## config.mk

```make
export PLATFORM = sky130hd
export DESIGN_NAME = elevator_bank_dispatcher
export DESIGN_NICKNAME = d
export VERILOG_FILES = /design/src/rtl/elevator_bank_dispatcher.sv
export SDC_FILE = /design/constraint.sdc
export NUM_CORES = 1
export LEC_CHECK = 0
export CAP_MARGIN = 20
export CORE_UTILIZATION = 63
export CTS_CLUSTER_SIZE = 10
export DETAILED_ROUTE_END_ITERATION = 12
export HOLD_SLACK_MARGIN = 0.08
export PLACE_DENSITY_LB_ADDON = 0.1
export RECOVER_POWER = 100
export SYNTH_ARGS = -nofsm -noshare
export SYNTH_HDL_FRONTEND = slang
export SYNTH_SLANG_ARGS = --single-unit
```

## constraint.sdc

```tcl
create_clock -name clk -period 4.6 [get_ports clk]
set_input_delay 0.46 -clock clk [delete_from_list [all_inputs] [get_ports clk]]
set_output_delay 0.46 -clock clk [all_outputs]
set_load 0.01 [all_outputs]
```

## src/rtl/elevator_bank_dispatcher.sv

```systemverilog
// Elevator bank dispatcher.
// Runs one IDLE/MOVE/DOOR motion FSM per car over a shared, latched stop table.
// Each shared hall call is handed to the cheapest car. Positions count in half-floors,
// so an even value is a floor and an odd value is between two floors.
// Ports:
//   clk, rst           clock, synchronous active-high reset
//   simState           0=START 1=SIM 2=PAUSE 3=ENDING
//   carRequests        in-car stop requests, car c at [c*NUM_FLOORS +: NUM_FLOORS]
//   hallRequests       shared hall calls, one bit per floor
//   half_carPositions  car c half-floor position at [c*POS_W +: POS_W]
//   directions         1=up 0=down per car
//   doorsOpen          1 while a car is in DOOR
//   pendingStops       latched stop table, same packing as carRequests
module elevator_bank_dispatcher #(
    parameter int unsigned NUM_CARS   = 2,
    parameter int unsigned NUM_FLOORS = 6,
    parameter int unsigned MOVE_TICKS = 4,
    parameter int unsigned DOOR_TICKS = 8,
    parameter int unsigned POS_W      = $clog2(2 * NUM_FLOORS - 1)
) (
    input  logic                           clk,
    input  logic                           rst,
    input  logic [1:0]                     simState,
    input  logic [NUM_CARS*NUM_FLOORS-1:0] carRequests,
    input  logic [NUM_FLOORS-1:0]          hallRequests,
    output logic [NUM_CARS*POS_W-1:0]      half_carPositions,
    output logic [NUM_CARS-1:0]            directions,
    output logic [NUM_CARS-1:0]            doorsOpen,
    output logic [NUM_CARS*NUM_FLOORS-1:0] pendingStops
);

    localparam int unsigned TmrMax = (MOVE_TICKS > DOOR_TICKS) ? MOVE_TICKS : DOOR_TICKS;
    localparam int unsigned TmrW   = $clog2(TmrMax + 1);
    localparam logic [POS_W-1:0] TopPos = POS_W'(2 * (NUM_FLOORS - 1));

    typedef enum logic [1:0] {StIdle, StMove, StDoor} car_state_e;

    car_state_e                     st_q   [NUM_CARS];
    logic [POS_W-1:0]               pos_q  [NUM_CARS];
    logic [TmrW-1:0]                tmr_q  [NUM_CARS];
    logic [NUM_CARS-1:0]            dir_q;
    logic [NUM_CARS*NUM_FLOORS-1:0] pend_q, pend_d;

    logic [POS_W-1:0]               new_pos [NUM_CARS];
    logic [NUM_CARS-1:0]            here, up_any, dn_any, hit_new, ahead_new;
    logic [NUM_CARS*NUM_FLOORS-1:0] hall_set, clr;
    logic                           en, latch;

    assign en    = (simState == 2'd1);
    assign latch = (simState == 2'd1) || (simState == 2'd2);

    // Per-car stop lookups relative to the current and the next half-floor position.
    always_comb begin
        clr = '0;
        for (int c = 0; c < NUM_CARS; c++) begin
            here[c]      = 1'b0;
            up_any[c]    = 1'b0;
            dn_any[c]    = 1'b0;
            hit_new[c]   = 1'b0;
            ahead_new[c] = 1'b0;
            new_pos[c]   = dir_q[c] ? pos_q[c] + 1'b1 : pos_q[c] - 1'b1;
            for (int f = 0; f < NUM_FLOORS; f++) begin
                if (pend_q[c*NUM_FLOORS + f]) begin
                    if (pos_q[c] == POS_W'(2 * f)) here[c] = 1'b1;
                    if (POS_W'(2 * f) > pos_q[c]) up_any[c] = 1'b1;
                    if (POS_W'(2 * f) < pos_q[c]) dn_any[c] = 1'b1;
                    if (new_pos[c] == POS_W'(2 * f)) hit_new[c] = 1'b1;
                    if (dir_q[c] ? (POS_W'(2 * f) > new_pos[c]) : (POS_W'(2 * f) < new_pos[c]))
                        ahead_new[c] = 1'b1;
                end
            end
            // Stops served now: the floor a car opens at (or stands open at), and the floor
            // it arrives at when a step lands on a pending stop.
            for (int f = 0; f < NUM_FLOORS; f++) begin
                if (en && pos_q[c] == POS_W'(2 * f) &&
                    ((st_q[c] == StIdle && here[c]) || st_q[c] == StDoor))
                    clr[c*NUM_FLOORS + f] = 1'b1;
                if (en && st_q[c] == StMove && tmr_q[c] == '0 && hit_new[c] &&
                    new_pos[c] == POS_W'(2 * f))
                    clr[c*NUM_FLOORS + f] = 1'b1;
            end
        end
    end

    // Hall arbitration: every floor is arbitrated independently; ties go to the lowest index.
    always_comb begin
        int   p, d, best, best_cost;
        logic taken;
        hall_set  = '0;
        p         = 0;
        d         = 0;
        best      = 0;
        best_cost = 0;
        taken     = 1'b0;
        for (int f = 0; f < NUM_FLOORS; f++) begin
            taken     = 1'b0;
            best      = 0;
            best_cost = 0;
            for (int c = 0; c < NUM_CARS; c++) begin
                taken = taken | pend_q[c*NUM_FLOORS + f] | carRequests[c*NUM_FLOORS + f];
                p = int'(pos_q[c]);
                d = p - 2 * f;
                if (d < 0) d = -d;
                // A moving car heading away from the call pays a large penalty.
                if (st_q[c] == StMove && (dir_q[c] ? (2 * f < p) : (2 * f > p)))
                    d = d + int'(4 * NUM_FLOORS);
                if (c == 0 || d < best_cost) begin
                    best_cost = d;
                    best      = c;
                end
            end
            for (int c = 0; c < NUM_CARS; c++) begin
                if (hallRequests[f] && !taken && c == best)
                    hall_set[c*NUM_FLOORS + f] = 1'b1;
            end
        end
    end

    always_comb begin
        if (simState == 2'd0) pend_d = '0;
        else if (latch)       pend_d = (pend_q | carRequests | hall_set) & ~clr;
        else                  pend_d = pend_q;
    end

    always_ff @(posedge clk) begin
        if (rst) begin
            pend_q <= '0;
            dir_q  <= '1;
            for (int c = 0; c < NUM_CARS; c++) begin
                st_q[c]  <= StIdle;
                pos_q[c] <= '0;
                tmr_q[c] <= '0;
            end
        end else begin
            pend_q <= pend_d;
            if (en) begin
                for (int c = 0; c < NUM_CARS; c++) begin
                    case (st_q[c])
                        StIdle: begin
                            if (here[c]) begin
                                st_q[c]  <= StDoor;
                                tmr_q[c] <= TmrW'(DOOR_TICKS - 1);
                                if (pos_q[c] == TopPos)  dir_q[c] <= 1'b0;
                                else if (pos_q[c] == '0) dir_q[c] <= 1'b1;
                            end else if (dir_q[c] ? up_any[c] : dn_any[c]) begin
                                st_q[c]  <= StMove;
                                tmr_q[c] <= TmrW'(MOVE_TICKS - 1);
                            end else if (dir_q[c] ? dn_any[c] : up_any[c]) begin
                                st_q[c]  <= StMove;
                                dir_q[c] <= ~dir_q[c];
                                tmr_q[c] <= TmrW'(MOVE_TICKS - 1);
                            end
                        end
                        StMove: begin
                            if (tmr_q[c] == '0) begin
                                pos_q[c] <= new_pos[c];
                                tmr_q[c] <= TmrW'(MOVE_TICKS - 1);
                                if (hit_new[c]) begin
                                    st_q[c]  <= StDoor;
                                    tmr_q[c] <= TmrW'(DOOR_TICKS - 1);
                                end else if (!new_pos[c][0] && !ahead_new[c]) begin
                                    st_q[c] <= StIdle;
                                end
                            end else begin
                                tmr_q[c] <= tmr_q[c] - 1'b1;
                            end
                        end
                        StDoor: begin
                            if (tmr_q[c] == '0) st_q[c] <= StIdle;
                            else                tmr_q[c] <= tmr_q[c] - 1'b1;
                        end
                        default: st_q[c] <= StIdle;
                    endcase
                end
            end
        end
    end

    always_comb begin
        half_carPositions = '0;
        doorsOpen         = '0;
        for (int c = 0; c < NUM_CARS; c++) begin
            half_carPositions[c*POS_W +: POS_W] = pos_q[c];
            doorsOpen[c]                        = (st_q[c] == StDoor);
        end
    end

    assign directions   = dir_q;
    assign pendingStops = pend_q;

endmodule

```

==> impl_metrics.json <==
{
  "ir_drop_uv": 133,
  "finalHoldViolCount": 0,
  "route.vias.total": 8885,
  "crit_chain": "clkbuf_1 > nand2b_1 > nor2_1 > inv_1 > ha_1 > a2111oi_0 > ha_1 > a21o_1 > nand3_1 > a21oi_1 > o311ai_0 > nand3_1 > a41oi_1 > o21ai_0",
  "reg2regPathDepth": 14,
  "hold_depth": 1,
  "power.density_nw_per_um2": 152,
  "cts_hold_buf": 0,
  "finalSetupTns_ns": 0,
  "dr.pass1.iters": 6,
  "synth-main-ff-cell": "edfxtp_1",
  "globalplace.congestion": 0.940,
  "final.period_utilization_pct": 93.1,
  "antenna_found_initial": 0,
  "pin_count": 46,
  "max_cap_violations": 0,
  "crit_fanout": 20,
  "core_um2": 13200,
  "critPathSlowestCell": "a2111oi_0",
  "avgViaCountPerCell": 5.88,
  "hold_path_class": "flip-flop to flip-flop",
  "status": "finished clean",
  "rows": 42,
  "avgSynthCellArea_um2": 8.08,
  "cp.arrival_ns": 4.44,
  "fp.dieH_um": 119,
  "synth.distinct_cells": 81,
  "wire_per_inst_um": 15.5,
  "grt.total_usage_pct": 33.7,
  "io_buffers": 45,
  "grt_overflow": 0,
  "syn_area_um2": 8560,
  "cts_resized": 0,
  "slew_viol_final": 0,
  "regArea_um2": 881,
  "multi_input_comb_area_um2": 8240,
  "rr_startpoint": "pos_q[0][4]$_SDFFCE_PN0P_",
  "crit_path_max_incr_delay_ns": 0.70,
  "drt.antenna.violating_nets": 0,
  "antenna_cells": 0,
  "grt_max_degree": 23,
  "area_growth_pct": 19.4,
  "setup_viol": 0,
  "synth_edf_count": 20,
  "htreeDepth": 2,
  "worstSetupPathType": "flip-flop to flip-flop",
  "drt_iter0_markers": 765,
  "p_leak_uw": 0.00514,
  "synth_cells": 1060,
  "yosysSeqAreaShare_pct": 10.3,
  "cts_tree": "done",
  "clock_skew_ns": 0.00561,
  "r2r_setup_slack_ns": 0.32,
  "path_clk_slew_ns": 0.06,
  "grt_pass1_wl_um": 39100,
  "cts_setup_buffers": 0,
  "fp.dieArea_um2": 14100,
  "max_freq_mhz": 234,
  "wl_um": 23400,
  "min_to": "tmr_q[0][0]$_SDFFCE_PN0P_",
  "clockBufferDepth": 2,
  "dp_hpwl_um": 19200,
  "synth_warnings": 0,
  "start_kind": "flip-flop",
  "r2r_end": "pendingStops[4]$_SDFFE_PP0P_",
  "dp.cells": 1503,
  "root_buffer": "clkbuf_16",
  "grt_pass1_vias": 8465,
  "ys_ff_latch": 34,
  "fin_crit_ns": 4.28,
  "worst_setup_path_end_kind": "flip-flop",
  "rsz0062_at_grt": "false",
  "num-nets-final": 1585,
  "layout-drive-gt1-share_pct": 3.60,
  "dieWidth_um": 119,
  "cts_sinks": 34,
  "initial_core_util_pct": 64.7,
  "drc": 0,
  "hold_start": "tmr_q[0][0]$_SDFFCE_PN0P_",
  "synthArstFlopShare_pct": 0,
  "fillers": 1045,
  "worst_slew_pin_slew_ns": 0.983,
  "maxSlewHeadroom_pct": 34.4,
  "instances_no_fill": 1511,
  "cts_buffers": 5,
  "clkLatencyLatePin_ns": 0.29,
  "cp.required_ns": 4.76
}
report_power, final:
group	switching (uW)	internal, uW	leakage (uW)
Sequential	46.5	347	0.000322
Combinational	463	349	0.00474
Clock	133	215	0.0000739
Total	643	911	0.00514
final cells by class:
type	instances	share of cell area [%]
tap	176	2.15
multi-input combinational	1183	80.6
timing repair buffer	62	5.47
clock inverter	1	0.0489
inverter	48	1.76
clock buffer	7	1.39
sequential	34	8.61
cell usage after synthesis, drive strengths merged (9+ instances only):
library cell,count,share of area [%]
clkbuf,25,1.1
o21ai,46,2.7
nand3,41,2.4
nand4,27,2.0
mux2i,11,1.3
xor2,15,1.5
nor2b,28,2.1
nor3,22,1.5
a21oi,77,4.5
ha,227,33
o211ai,11,0.96
xnor2,24,2.5
dfxtp,14,3.3
nor2,71,3.1
nand2b,17,1.2
a21o,31,2.7
a211oi,16,1.4
and3,14,1.0
nand2,82,3.6
nor3b,10,0.88
mux2,15,2.0
a31oi,12,0.88
or2,9,0.66
inv,47,2.1
edfxtp,20,7.0
worst max path at each step:
stage | start | to | slack [ns] | depth (start not counted)
after floorplan | pos_q[0][1]$_SDFFCE_PN0P_ | pendingStops[5]$_SDFFE_PP0P_ | 0.91 | 16
after global placement | pos_q[0][1]$_SDFFCE_PN0P_ | pendingStops[5]$_SDFFE_PP0P_ | 0.78 | 15
after detailed placement | pos_q[0][1]$_SDFFCE_PN0P_ | pendingStops[5]$_SDFFE_PP0P_ | 0.65 | 15
after CTS | pos_q[0][1]$_SDFFCE_PN0P_ | pendingStops[5]$_SDFFE_PP0P_ | 0.65 | 15
after global routing | pos_q[0][7]$_SDFFCE_PN0P_ | pendingStops[8]$_SDFFE_PP0P_ | 0.19 | 15
final | pos_q[0][4]$_SDFFCE_PN0P_ | pendingStops[4]$_SDFFE_PP0P_ | 0.32 | 14
worst max-delay path: cells and delay by family (launching register included):
kind | cells | cell delay, ns
compound gates | 6 | 1.89
flops | 1 | 0.39
fa+ha+maj | 2 | 0.54
simple gates | 4 | 0.82
buf+inv | 2 | 0.49
sequential cells by signal, indices dropped and copies added, names as in the netlist:
register	count
directions	2
pendingStops	12
pos_q	8
st_q	4
tmr_q	8
metal layers:
metal,GRT usage (%),up-vias,routed length [um]
met3,5.21,102,2060
met2,58.2,422,10900
li1,-,4345,-
met5,0,-,0
met1,41.4,4016,9390
met4,13.9,0,1090
logic make-up (layout without fill, tap and decap cells):
group,after synthesis,in the layout,share of synthesized area (%)
DFF,34,34,10.3
AOI/OAI and AO/OA,287,287,22.8
adders and majority gates,229,229,33.6
buffers and inverters,81,118,3.73
muxes,26,26,3.30
and+or+nand+nor,361,361,21.9
xor gates and xnor gates,40,40,4.25
other,2,240,0.0877
cell usage in the layout, fill, tap and decap left out, types with 13 or more instances in the layout:
cell             count
inv_1               46
edfxtp_1            20
nor3_1              22
mux2_2              13
a21o_1              31
clkdlybuf4s50_1     26
nand2b_1            17
o21ai_0             46
nor2_1              71
a211oi_1            16
nand3_1             41
and3_1              14
xnor2_1             24
dfxtp_1             14
a21oi_1             77
nor2b_1             28
dlygate4sd3_1       19
nand4_1             27
xor2_1              15
nand2_1             82
ha_1               227
conb_1             240
metrics by stage:
| stage | utilization (%) | hold slack [ns] | setup WS (ns) | total power (uW) | instance area (um2) |
|---|---|---|---|---|---|
| 2_1_floorplan | - | 0.551 | 0.915 | 968 | 9460 |
| 3_3_place_gp | 76.4 | 0.601 | 0.775 | 1140 | 10100 |
| 3_5_place_dp | 76.4 | 0.603 | 0.654 | 1150 | 10100 |
| 4_1_cts | 77.5 | 0.609 | 0.649 | 1490 | 10300 |
| 5_1_grt | 77.2 | 0.635 | 0.192 | 1670 | 10200 |
| 6_report | 77.2 | 0.610 | 0.319 | 1550 | 10200 |
No activity file was read; power rests on OpenSTA's default activity.
